## src/rtl/stream_demux.sv

```systemverilog
// One-input, two-output stream demultiplexer with a one-entry register per channel
// and per-channel delivery counters.
module stream_demux #(
    parameter int N  = 4,
    parameter int CW = 8
) (
    input  logic          clk,
    input  logic          rst_n,
    input  logic [N-1:0]  in_data,
    input  logic          in_select,
    input  logic          in_valid,
    output logic          in_ready,
    output logic [N-1:0]  out0_data,
    output logic          out0_valid,
    input  logic          out0_ready,
    output logic [N-1:0]  out1_data,
    output logic          out1_valid,
    input  logic          out1_ready,
    input  logic          clear,
    output logic [CW-1:0] cnt0,
    output logic [CW-1:0] cnt1
);

    typedef enum logic {
        EMPTY = 1'b0,
        FULL  = 1'b1
    } slot_e;

    slot_e          st0_q, st0_d, st1_q, st1_d;
    logic [N-1:0]   data0_q, data0_d, data1_q, data1_d;
    logic [CW-1:0]  cnt0_q, cnt0_d, cnt1_q, cnt1_d;
    logic           accept, load0, load1, deliv0, deliv1;

    always_ff @(posedge clk) begin
        if (!rst_n) begin
            st0_q   <= EMPTY;
            st1_q   <= EMPTY;
            data0_q <= '0;
            data1_q <= '0;
            cnt0_q  <= '0;
            cnt1_q  <= '0;
        end else begin
            st0_q   <= st0_d;
            st1_q   <= st1_d;
            data0_q <= data0_d;
            data1_q <= data1_d;
            cnt0_q  <= cnt0_d;
            cnt1_q  <= cnt1_d;
        end
    end

    // A load into a channel being drained in the same cycle keeps it FULL (no bubble).
    always_comb begin
        accept  = in_valid && in_ready;
        load0   = accept && !in_select;
        load1   = accept && in_select;
        deliv0  = (st0_q == FULL) && out0_ready;
        deliv1  = (st1_q == FULL) && out1_ready;

        st0_d = st0_q;
        if (load0)       st0_d = FULL;
        else if (deliv0) st0_d = EMPTY;

        st1_d = st1_q;
        if (load1)       st1_d = FULL;
        else if (deliv1) st1_d = EMPTY;

        data0_d = load0 ? in_data : data0_q;
        data1_d = load1 ? in_data : data1_q;

        cnt0_d = clear ? '0 : cnt0_q + CW'(deliv0);
        cnt1_d = clear ? '0 : cnt1_q + CW'(deliv1);
    end

    always_comb begin
        out0_valid = (st0_q == FULL);
        out1_valid = (st1_q == FULL);
        out0_data  = data0_q;
        out1_data  = data1_q;
        cnt0       = cnt0_q;
        cnt1       = cnt1_q;
        in_ready   = in_select ? (!out1_valid || out1_ready)
                               : (!out0_valid || out0_ready);
    end

endmodule

```

## config.mk

```make
export PLATFORM = sky130hd
export DESIGN_NAME = stream_demux
export DESIGN_NICKNAME = d
export VERILOG_FILES = /design/src/rtl/stream_demux.sv
export SDC_FILE = /design/constraint.sdc
export NUM_CORES = 1
export LEC_CHECK = 0
export CAP_MARGIN = 20
export CELL_PAD_IN_SITES_DETAIL_PLACEMENT = 2
export CELL_PAD_IN_SITES_GLOBAL_PLACEMENT = 2
export CORE_UTILIZATION = 25
export CTS_BUF_LIST = sky130_fd_sc_hd__clkbuf_16
export CTS_CLUSTER_SIZE = 12
export DETAILED_ROUTE_END_ITERATION = 8
export GPL_TIMING_DRIVEN = 0
export PLACE_DENSITY = 0.81
export SLEW_MARGIN = 25
export SYNTH_ARGS = -nofsm -noshare
export SYNTH_HDL_FRONTEND = slang
export SYNTH_SLANG_ARGS = --single-unit
```

## constraint.sdc

```tcl
create_clock -name clk -period 2.3 [get_ports clk]
set_clock_uncertainty 0.2 [all_clocks]
set_input_delay 0.46 -clock clk [delete_from_list [all_inputs] [get_ports clk]]
set_output_delay 0.46 -clock clk [all_outputs]
set_load 0.05 [all_outputs]
```

==> flow_summary.json <==
{
  "r2r_cells": 6,
  "die-area_um2": 4630,
  "drcViolationCount": 0,
  "cts_buffer_depth": 2,
  "drv_cap": 0,
  "cpMaxStageDelayCell": "clkdlybuf4s50_1",
  "worstHoldStart": "out1_data[3]$_SDFFE_PN0P_",
  "clkTransAtPathRegs_ns": 0.06,
  "worst-path-max-fanout": 6,
  "fin_nets": 176,
  "synth_top_area_cell": "dfxtp_1",
  "hold_viol": 0,
  "synthDistinctLibCells": 19,
  "required_ns": 1.64,
  "hold_class": "register to register",
  "antennaDiodeCount": 0,
  "antenna_found_initial": 0,
  "p_total_w": 0.000958,
  "synth.avg_cell_area_um2": 9.08,
  "ys_ff_latch": 26,
  "clkPwrFrac_pct": 40.3,
  "seqPwrFrac_pct": 48.6,
  "grt_max_degree": 15,
  "p_sw_w": 0.000223,
  "synth.area.top_cells": "dfxtp_1 48%, a21boi_0 6.9%, o21ai_0 6.4%, nand3_1 5.5%, ha_1 4.6%",
  "core-area_um2": 4090,
  "pwr-share-comb_pct": 11.1,
  "num_vias": 1045,
  "slew_violations": 0,
  "cp-start-kind": "register",
  "synth_top_area_share_pct": 47.8,
  "cts_buffers": 3,
  "start_util_pct": 26.7,
  "intPower_w": 0.000734,
  "criticalPathCategory": "register to primary output",
  "status": "complete, no violations",
  "seq_area_frac_synth_pct": 47.8,
  "cts_max_level": 1,
  "worstSetupEndpointType": "primary output",
  "drtAntennaViolNets": 0,
  "root_buffer": "clkbuf_16",
  "dp.cells": 206,
  "rsz0062_at_grt": "false",
  "r2r_start": "out0_valid$_SDFFE_PN0P_",
  "final_cells": 210,
  "final_area_um2": 1590,
  "wl_um": 3080,
  "place_area_um2": 1510,
  "syn_area_um2": 1090,
  "period_needed_ns": 2.24,
  "die_h_um": 68.0,
  "clock_latency_ns": 0.26,
  "gp_congestion": 0.783,
  "drive_gt1_share_pct": 5.00,
  "cts_tree": "done",
  "final_cell_mix": "35 x clkdlybuf4s50_1, 26 x dfxtp_1, 14 x o21ai_0",
  "dr.first_iter.drc_count": 11,
  "p_leak_nw": 0.542,
  "peakVddDrop_v": 0.000259,
  "rows": 23,
  "synth_nets": 135,
  "hold_end": "out1_data[3]$_SDFFE_PN0P_",
  "via_per_inst": 4.98,
  "yosysWarningCount": 0,
  "portBuffers": 36,
  "synthCells": 120,
  "crit_start": "cnt0[2]$_SDFF_PP0_",
  "r2r_end": "cnt0[6]$_SDFF_PP0_",
  "crit_family": "buffers and inverters",
  "min_path_cells": 2,
  "timing.fmax_mhz": 447,
  "setup_viol": 0,
  "syn_to_final_growth_pct": 46.3,
  "dr.pass1.iters": 2,
  "regToRegSetupSlack_ns": 0.41,
  "swShare_pct": 23.3,
  "worst_slew_pin_slew_ns": 0.499,
  "critPathBufInv": 1,
  "post-route-period-util_pct": 97.4,
  "dieWidth_um": 68.0,
  "hold_ws_ns": 0.297,
  "cts_sinks": 26,
  "cp_slowest_stage_delay_ns": 0.86,
  "relSlewSlack_pct": 66.6,
  "overflow": 0,
  "grtUsageTotal_pct": 15.0,
  "hpwl_um": 2420,
  "grt_pass1_vias": 1072,
  "finalSetupTns_ns": 0,
  "arrival_ns": 1.58,
  "mostFrequentLayoutCell": "clkdlybuf4s50_1",
  "ioPinCount": 38,
  "path_cells": "clkdlybuf4s50_1",
  "powerDensity_nw_per_um2": 601,
  "wl_per_cell_um": 14.7,
  "grt_pass1_wl_um": 5040
}
==> per-layer routing <==
layer	vias up	part of all wire (%)	routed length, um	global-route usage [%]
li1	508	-	-	-
met1	506	42	1290	16.5
met2	27	52	1590	26.7
met3	4	4.4	134	2.67
met4	0	1.9	58	8.59
met5	-	0	0	0
==> cell families after synthesis <==
family          after synthesis  share of synthesized area, %
flops                        26                          47.8
buf+inv                       4                          1.49
xor+xnor                      6                          4.82
simple gates                 49                          24.8
fa+ha+maj                     4                          4.59
compound gates               31                          16.5
==> how the worst max path moves through the flow <==
stage,to,cells after the start,slack (ns)
2_1_floorplan,in_ready,3,0.12
3_3_place_gp,in_ready,5,-0.54
3_5_place_dp,in_ready,5,-0.55
4_1_cts,in_ready,5,0.03
5_1_grt,cnt1[6]$_SDFF_PP0_,7,0.02
6_report,cnt0[2],1,0.06
==> synthesized netlist by cell type (all sizes together) <==
master	n
inv	1
a21boi	10
o21ai	14
clkbuf	2
nand4	6
dfxtp	26
a21oi	7
ha	4
nand3	12
xor2	4
nand2	4
nand2b	4
and2	6
nor2	7
nor2b	4
buf	1
xnor2	2
or3	6
==> metrics by stage <==
step / utilization, % / setup WS, ns
final: 39.0 / 0.0607
after global routing: 39.0 / 0.0164
after CTS: 38.9 / 0.0325
after detailed placement: 37.0 / -0.547
after global placement: 37.0 / -0.537
after floorplan: - / 0.119
==> registers in the layout, summed over array words and instances (netlist names) <==
| signal | cells |
|---|---|
| out0_data | 4 |
| cnt1 | 8 |
| out0_valid | 1 |
| out1_valid | 1 |
| cnt0 | 8 |
| out1_data | 4 |
==> cell type report <==
cell class	count	area, um^2
fill	445	2490
buffer	3	12.5
clock inverter	1	3.75
multi-input combinational	90	558
timing repair buffer	36	358
tap	50	62.6
inverter	1	3.75
sequential	26	520
clock buffer	3	75.1
==> power by group through the flow <==
| stage | logic [W] | registers [W] | clock network [W] |
|---|---|---|---|
| global route | 0.000114 | 0.000466 | 0.000422 |
| CTS | 0.000108 | 0.000465 | 0.000400 |
| global placement | 0.000105 | 0.000474 | 0 |
| floorplan | 0.0000286 | 0.000505 | 0 |
| detailed placement | 0.000107 | 0.000475 | 0 |
| finish | 0.000107 | 0.000465 | 0.000386 |
==> repair_timing <==
action / CTS / global route
gates resized for setup: 6 / 2
buffers inserted: 0 / 0
endpoints found under the setup margin: 1 / 2
hold buffers: 0 / 0
(Power assumes the default switching activity.)
